## config.mk

```make
export PLATFORM = sky130hd
export DESIGN_NAME = switch_debounce_capture
export DESIGN_NICKNAME = d
export VERILOG_FILES = /design/src/rtl/sw_capture_pkg.sv /design/src/rtl/sync_2ff.sv /design/src/rtl/switch_debounce_capture.sv
export SDC_FILE = /design/constraint.sdc
export NUM_CORES = 1
export LEC_CHECK = 0
export CAP_MARGIN = 15
export CORE_MARGIN = 10
export CORE_UTILIZATION = 57
export CTS_CLUSTER_SIZE = 10
export DETAILED_ROUTE_END_ITERATION = 7
export PLACE_DENSITY = 0.79
export SYNTH_ARGS = -nofsm -noshare
export SYNTH_HDL_FRONTEND = slang
export SYNTH_HIERARCHICAL = 1
export SYNTH_SLANG_ARGS = --single-unit
```

## constraint.sdc

```tcl
create_clock -name clk -period 2.7 [get_ports clk]
set_input_delay 0.54 -clock clk [delete_from_list [all_inputs] [get_ports clk]]
set_output_delay 0.54 -clock clk [all_outputs]
set_load 0.01 [all_outputs]
```

## src/rtl/sw_capture_pkg.sv

```systemverilog
// Shared types and defaults for the slide-switch debounce/capture block.
package sw_capture_pkg;

    typedef enum logic {
        IDLE   = 1'b0,
        SETTLE = 1'b1
    } sw_state_t;

    localparam int SW_STABLE_DEFAULT = 1000000;
    localparam int SW_WIDTH_DEFAULT  = 8;

endpackage

```

## src/rtl/sync_2ff.sv

```systemverilog
// Two-flop synchroniser for a bus of independent asynchronous levels.
module sync_2ff #(
    parameter int WIDTH = 8
) (
    input  logic             clk,
    input  logic             n_rst,
    input  logic [WIDTH-1:0] d,
    output logic [WIDTH-1:0] q
);

    logic [WIDTH-1:0] s1;

    always_ff @(posedge clk) begin
        if (!n_rst) begin
            s1 <= '0;
            q  <= '0;
        end else begin
            s1 <= d;
            q  <= s1;
        end
    end

endmodule

```

## src/rtl/switch_debounce_capture.sv

```systemverilog
// Synchronises and group-debounces the raw slide switches into a stable operand byte.
// Optional commit counter output enabled by defining SW_CHANGE_CNT_EN.
module switch_debounce_capture
    import sw_capture_pkg::*;
#(
    parameter int WIDTH         = SW_WIDTH_DEFAULT,
    parameter int STABLE_CYCLES = SW_STABLE_DEFAULT,
    parameter int CNT_W         = $clog2(STABLE_CYCLES + 1)
) (
    input  logic             clk,
    input  logic             n_rst,
    input  logic [WIDTH-1:0] sw_raw,
    output logic [WIDTH-1:0] switch,
    output logic             upd,
    output logic             settling
`ifdef SW_CHANGE_CNT_EN
    ,
    output logic [7:0]       chg_cnt
`endif
);

    localparam logic [CNT_W-1:0] CNT_MAX = CNT_W'(STABLE_CYCLES - 1);

    logic [WIDTH-1:0] s2;
    logic [WIDTH-1:0] cand;
    logic [CNT_W-1:0] cnt;
    sw_state_t        state;

    sync_2ff #(.WIDTH(WIDTH)) u_sync (
        .clk   (clk),
        .n_rst (n_rst),
        .d     (sw_raw),
        .q     (s2)
    );

    // The whole byte is one event: any bit moving restarts the count, so
    // switch only ever takes a fully settled value.
    always_ff @(posedge clk) begin
        if (!n_rst) begin
            state  <= IDLE;
            cand   <= '0;
            cnt    <= '0;
            switch <= '0;
            upd    <= 1'b0;
        end else begin
            upd <= 1'b0;
            case (state)
                IDLE: begin
                    if (s2 != switch) begin
                        state <= SETTLE;
                        cand  <= s2;
                        cnt   <= '0;
                    end
                end
                SETTLE: begin
                    if (s2 != cand) begin
                        if (s2 == switch) begin
                            state <= IDLE;
                        end else begin
                            cand <= s2;
                            cnt  <= '0;
                        end
                    end else if (cnt == CNT_MAX) begin
                        switch <= cand;
                        upd    <= 1'b1;
                        state  <= IDLE;
                    end else begin
                        cnt <= cnt + 1'b1;
                    end
                end
                default: state <= IDLE;
            endcase
        end
    end

    assign settling = (state == SETTLE);

`ifdef SW_CHANGE_CNT_EN
    always_ff @(posedge clk) begin
        if (!n_rst) begin
            chg_cnt <= '0;
        end else if (upd) begin
            chg_cnt <= chg_cnt + 8'd1;
        end
    end
`endif

endmodule

```

==> metrics.yaml, run 1 <==
setup.worst_path.start_class: "flop"
worstSetupStartpoint: "cand[0]"
ys_async_sr_fraction: 0
dp_hpwl_um: 3660
fin_worst_skew_ns: 0.00757
fin_nets: 291
grt_pass1_wl_um: 8950
slew_headroom: 0.578
netlist_instances: 260
slew_violations: 0
io_buffers: 19
cts.hold.buffers_added: 0
max-clock-path-buffers: 2
crit_path_end: "cnt[13]"
yosys.cell_types.count: 47
synth_edf_count: 0
synth_seq_cells: 54
critical-path-max-stage-delay_ns: 0.54
grt_max_degree: 21
path_class: "reg2reg"
register_area_mm2: 0.00108
arrival_ns: 2.48
rsz0062_at_grt: "no"
num_vias: 1927
dr.first_iter.drc_count: 224
r2r-start: "cand[0]"
finalSetupTns_ns: 0
grt_pass1_vias: 1895
num-fill-cells: 338
cts_tree: "yes"
place_area_mm2: 0.00265
finalHoldViolCount: 0
worstPathCellList: "xor2_1 > nor4_2 > and3_1 > nand3_4 > or4_1 > nand2_1"
wire_per_inst_um: 15.5
setup_violations: 0
syn-cell-area_mm2: 0.00243
critPathMaxFanout: 15
clockRootBuffer: "clkbuf_8"
hold_path.class: "reg2reg"
ys_top_cells_by_area: "dfxtp_1 45%, xor2_1 5.4%, mux2i_1 4.9%, nand3_1 4.5%, nor2_1 3.9%"
yosysMostFrequentCell: "dfxtp_1"
syn_to_final_growth_pct: 12.8
yosysTopAreaCellShare: 0.445
whs_ns: 0.448
clk_latency_ns: 0.31
ys.flop_type: "dfxtp_1"
viasPerCell: 5.82
cellPowerDensity_mw_per_mm2: 513
design_area_mm2: 0.00274
synthesis.nets: 271
yosys.area.top_type: "dfxtp_1"
r2r_setup_slack_ns: 0.47
hp-start: "u_sync/s1[6]"
avgSynthCellArea_um2: 9.34
antenna_found_initial: 0
path_delay_family: "simple AND/OR/NAND/NOR gates"
worst_path_max_delay_cell: "or4_1"
status: "complete, no violations"
drive_above_1_share: 0.114
fmax_mhz: 449
antennaDiodeCount: 0
period_minus_slack_ns: 2.23
end_kind: "flop"
path_buf_inv: 0
die_w_um: 85.3
gp_congestion: 0.913
rr_worst_depth: 6
crit_cells: 6
synth_seq_area_share: 0.445
leakagePower_nw: 1.08
cts_resized: 0
cp.required_ns: 2.96
drt-pass1-iter-count: 4
ir_worst_vdd_v: 0.000380
cts_max_level: 2
coreArea_mm2: 0.00406
maxCapViolations: 0
post_cts_buffers: 0
pin_count: 20
cts_buffers: 5
die_y_um: 85.3
synth.top_cells.by_count: "54 x dfxtp_1, 25 x nor2_1, 22 x nand3_1"
dieArea_mm2: 0.00727
overflow: 0
yosysWarningCount: 6
rows: 23
start_util: 0.598
drc: 0
fin_crit_sh: 0.825
clkSinkCount: 54
finalWirelength_um: 5130
drtAntennaViolNets: 0
multi_input_area_mm2: 0.00129
r2r-end: "cnt[13]"
grt_use_total: 0.144
tightest_slew_ns: 0.631
clkTransAtPathRegs_ns: 0.10
per-stage QoR:
step | utilization | worst slack (ns) | total power, mW | instances
floorplan | - | 0.684 | 0.935 | 260
global placement | 0.654 | 0.568 | 0.974 | 323
detailed placement | 0.654 | 0.526 | 0.979 | 323
CTS | 0.675 | 0.487 | 1.41 | 331
global route | 0.675 | 0.353 | 1.45 | 331
finish | 0.675 | 0.473 | 1.40 | 331
report_power, final:
part | switching (mW) | internal, mW
combinational | 0.0772 | 0.0570
clock | 0.258 | 0.184
sequential | 0.0133 | 0.814
final cells by class:
type / instances / share of cell area
tap: 50 / 0.0228
timing repair buffer: 22 / 0.0777
clock inverter: 2 / 0.00503
multi-input combinational: 195 / 0.471
inverter: 2 / 0.00274
clock buffer: 6 / 0.0265
sequential: 54 / 0.395
per-layer routing:
metal / vias up / wire [µm] / global-route usage
li1: 970 / - / -
met1: 900 / 2570 / 0.198
met2: 52 / 2230 / 0.213
met3: 5 / 289 / 0.0306
met4: 0 / 44 / 0.0539
met5: - / 0 / 0
worst min path at each step:
stage,cells past startpoint,endpoint,slack (ns)
after floorplan,1,u_sync/q[1],0.41
after global placement,1,u_sync/q[3],0.41
after detailed placement,1,u_sync/q[6],0.43
after CTS,1,u_sync/q[6],0.45
after global routing,1,u_sync/q[1],0.46
final,1,u_sync/q[6],0.45
sequential cells by signal (all words and copies together), names as in the netlist:
name,cells
switch,8
u_sync/q,8
upd,1
cand,8
settling,1
cnt,20
u_sync/s1,8
cells by family after synthesis:
group,share of synthesized area
simple gates,0.314
flops,0.445
compound gates,0.0948
xor+xnor,0.0613
mux,0.0552
buf+inv,0.0237
fa+ha+maj,0.00515
cell usage in the layout, fill, tap and decap left out, types with 4 or more instances in the layout:
cell,count
dfxtp_1,54
nor2_1,25
nand3_1,22
clkdlybuf4s50_1,19
nand2_1,18
xor2_1,15
mux2i_1,12
and2_2,12
and3_1,10
a21oi_1,8
nor3_1,8
nand4_1,7
o21ai_1,7
o21ai_0,6
clkbuf_8,5
a211o_1,4
and2_1,4
No activity file was read; power rests on OpenSTA's default activity.
==> run 2: changes to the inputs <==
==> constraint.sdc (replaced) <==
create_clock -name clk -period 2.2 [get_ports clk]
set_input_delay 0.44 -clock clk [delete_from_list [all_inputs] [get_ports clk]]
set_output_delay 0.44 -clock clk [all_outputs]
set_load 0.01 [all_outputs]
==> run 2 against run 1 <==
Net effect: cell count increased by 4.2%; sequential cell count is the same; non-clock buffer count increased by 13; largest power group unchanged.
==> metrics.yaml, run 2 (synthesized netlist as in run 1, its figures left out) <==
place_ws_ns: 0.165  # -0.361 ns
switching_share: 0.261  # +0.0122
hold_path.class: "reg2reg"
clkSinkCount: 54  # unchanged
r2r-start: "u_sync/q[6]"
drc: 0  # unchanged
cp.required_ns: 2.47  # -0.49 ns
finalWirelength_um: 5340  # +4.0%
hp-start: "u_sync/s1[1]"
hold-path-cell-count: 1  # unchanged
multi_input_area_mm2: 0.00130  # +1.2%
fmax_mhz: 472  # +5.0%
slew_headroom: 0.690  # +0.112
cellPowerDensity_mw_per_mm2: 618  # +21%
fin_nets: 305  # +4.8%
dp_hpwl_um: 3680  # +0.46%
ir_worst_vdd_v: 0.000569  # +50%
timing.final.ws_setup_ns: 0.0795  # -0.394 ns
cts_max_level: 2  # unchanged
tightest_slew_ns: 0.461  # -0.170 ns
fin_crit_sh: 0.964  # +0.139
antennaDiodeCount: 0  # unchanged
start_util: 0.598  # unchanged
dieArea_mm2: 0.00727  # unchanged
drtAntennaViolNets: 0  # unchanged
cts_buffers: 5  # unchanged
cts.hold.buffers_added: 0  # unchanged
die_w_um: 85.3  # unchanged
grt_use_total: 0.139  # -0.00487
fin_worst_skew_ns: 0.00891  # +0.00135 ns
layout_common_cells: "53 x dfxtp_1, 25 x nor2_1, 22 x nand3_1, 19 x clkdlybuf4s50_1, 18 x nand2_1"
path_class: "reg2reg"
register_area_mm2: 0.00108  # +0.12%
instances_no_fill: 345  # +4.2%
dp_cells: 331  # +2.5%
wire_per_inst_um: 15.5  # -0.21%
setup.worst_path.start_class: "flop"
rsz0062_at_grt: "no"
p_clk_frac: 0.330  # +0.015
coreArea_mm2: 0.00406  # unchanged
grt_pass1_vias: 1833  # -3.3%
overflow: 0  # unchanged
grt_pass1_wl_um: 8550  # -4.5%
period_minus_slack_ns: 2.12  # -0.106 ns
gp_congestion: 0.907  # -0.67%
rows: 23  # unchanged
num_vias: 2069  # +7.4%
end_kind: "flop"
grt_max_degree: 21  # unchanged
place_area_mm2: 0.00271  # +2.3%
rr_worst_depth: 6  # unchanged
largest_register_ffs: 20  # unchanged
leakagePower_nw: 1.16  # +6.9%
top_register: "cnt"
r2r-end: "cnt[13]"
num-fill-cells: 302  # -11%
worstPathCellList: "xor2_1 > nor4_2 > and3_1 > nand3_2 > or4_1 > nand2_1"
status: "complete, no violations"
r2r_setup_slack_ns: 0.08  # -0.39 ns
syn_to_final_growth_pct: 18.5
pwr-share-seq: 0.571  # -0.018
whs_endpoint: "u_sync/q[1]"
drive_above_1_share: 0.166  # +0.0522
arrival_ns: 2.39  # -0.09 ns
critical-path-max-stage-delay_ns: 0.55  # about the same
max-clock-path-buffers: 2  # unchanged
die_y_um: 85.3  # unchanged
slew_violations: 0  # unchanged
design_area_mm2: 0.00288  # +5.0%
clkTransAtPathRegs_ns: 0.10  # about the same
setup_violations: 0  # unchanged
cts_tree: "yes"
worst_path_max_delay_cell: "or4_1"
pin_count: 20  # unchanged
dr.first_iter.drc_count: 338  # +51%
clk_latency_ns: 0.32  # about the same
io_buffers: 19  # unchanged
maxCapViolations: 0  # unchanged
antenna_found_initial: 0  # unchanged
layout_commonest_cell: "dfxtp_1"
whs_ns: 0.444  # -0.00414 ns
power_switching_mw: 0.464  # +33%
drt-pass1-iter-count: 5  # +1
finalHoldViolCount: 0  # unchanged
finalSetupTns_ns: 0  # unchanged
p_int_mw: 1.31  # +25%
pwr-share-comb: 0.099  # +0.003
critPathMaxFanout: 7  # -8
viasPerCell: 6.00  # +3.0%
clockRootBuffer: "clkbuf_8"
-- run 2: how the worst max path moves through the flow --
stage,slack [ns],endpoint,cells after the start,start
2_1_floorplan,0.18,cnt[16],8,cnt[0]
3_3_place_gp,0.18,cnt[13],4,n_rst
3_5_place_dp,0.17,cnt[16],7,cnt[0]
4_1_cts,0.13,cnt[16],7,cnt[0]
5_1_grt,0.03,cnt[18],6,u_sync/q[4]
6_report,0.08,cnt[13],6,u_sync/q[6]
-- run 2: final cells by class --
type,count,area share
Tap cell,50,0.0217
Clock inverter,3,0.0100
Sequential cell,54,0.376
Inverter,2,0.00261
Timing Repair Buffer,35,0.112
Multi-Input combinational cell,196,0.453
Clock buffer,5,0.0239
-- run 2: through the flow --
stage          utilization  power [mW]
4_1_cts              0.693        1.77
5_1_grt              0.709        1.84
3_5_place_dp         0.669        1.20
2_1_floorplan            -        1.15
3_3_place_gp         0.669        1.20
6_report             0.709        1.78
-- run 2: power by group through the flow --
stage	clock, mW	combinational (mW)	sequential [mW]
6_report	0.587	0.175	1.02
5_1_grt	0.631	0.188	1.02
4_1_cts	0.591	0.166	1.02
3_5_place_dp	0	0.165	1.04
3_3_place_gp	0	0.163	1.04
2_1_floorplan	0	0.112	1.04
-- run 2: worst max-delay path, delay by kind of cell, from the launching register on --
kind                      cells  cell delay [ns]
xor gates and xnor gates      1             0.13
DFF                           1             0.42
and+or+nand+nor               5             1.52
-- run 2: metal layers --
layer,track usage,part of all wire,up-vias
met5,0,0,-
met4,0.0479,0.021,0
met3,0.0421,0.085,16
met2,0.211,0.44,99
met1,0.181,0.46,956
li1,-,-,998
-- run 2: repair_timing --
| item | CTS | global route |
|---|---|---|
| gates resized for setup | 0 | 2 |
| hold endpoints to repair | 0 | 0 |
| setup buffers | 0 | 5 |
| endpoints found under the setup margin | 0 | 7 |
==> run 3: changes to the inputs <==
==> constraint.sdc (replaced) <==
create_clock -name clk -period 2.2 [get_ports clk]
set_input_delay 0.44 -clock clk [delete_from_list [all_inputs] [get_ports clk]]
set_output_delay 0.44 -clock clk [all_outputs]
set_load 0.05 [all_outputs]
==> results of run 3 <==
Same layout as run 2 (identical final DEF). Status: complete, no violations.
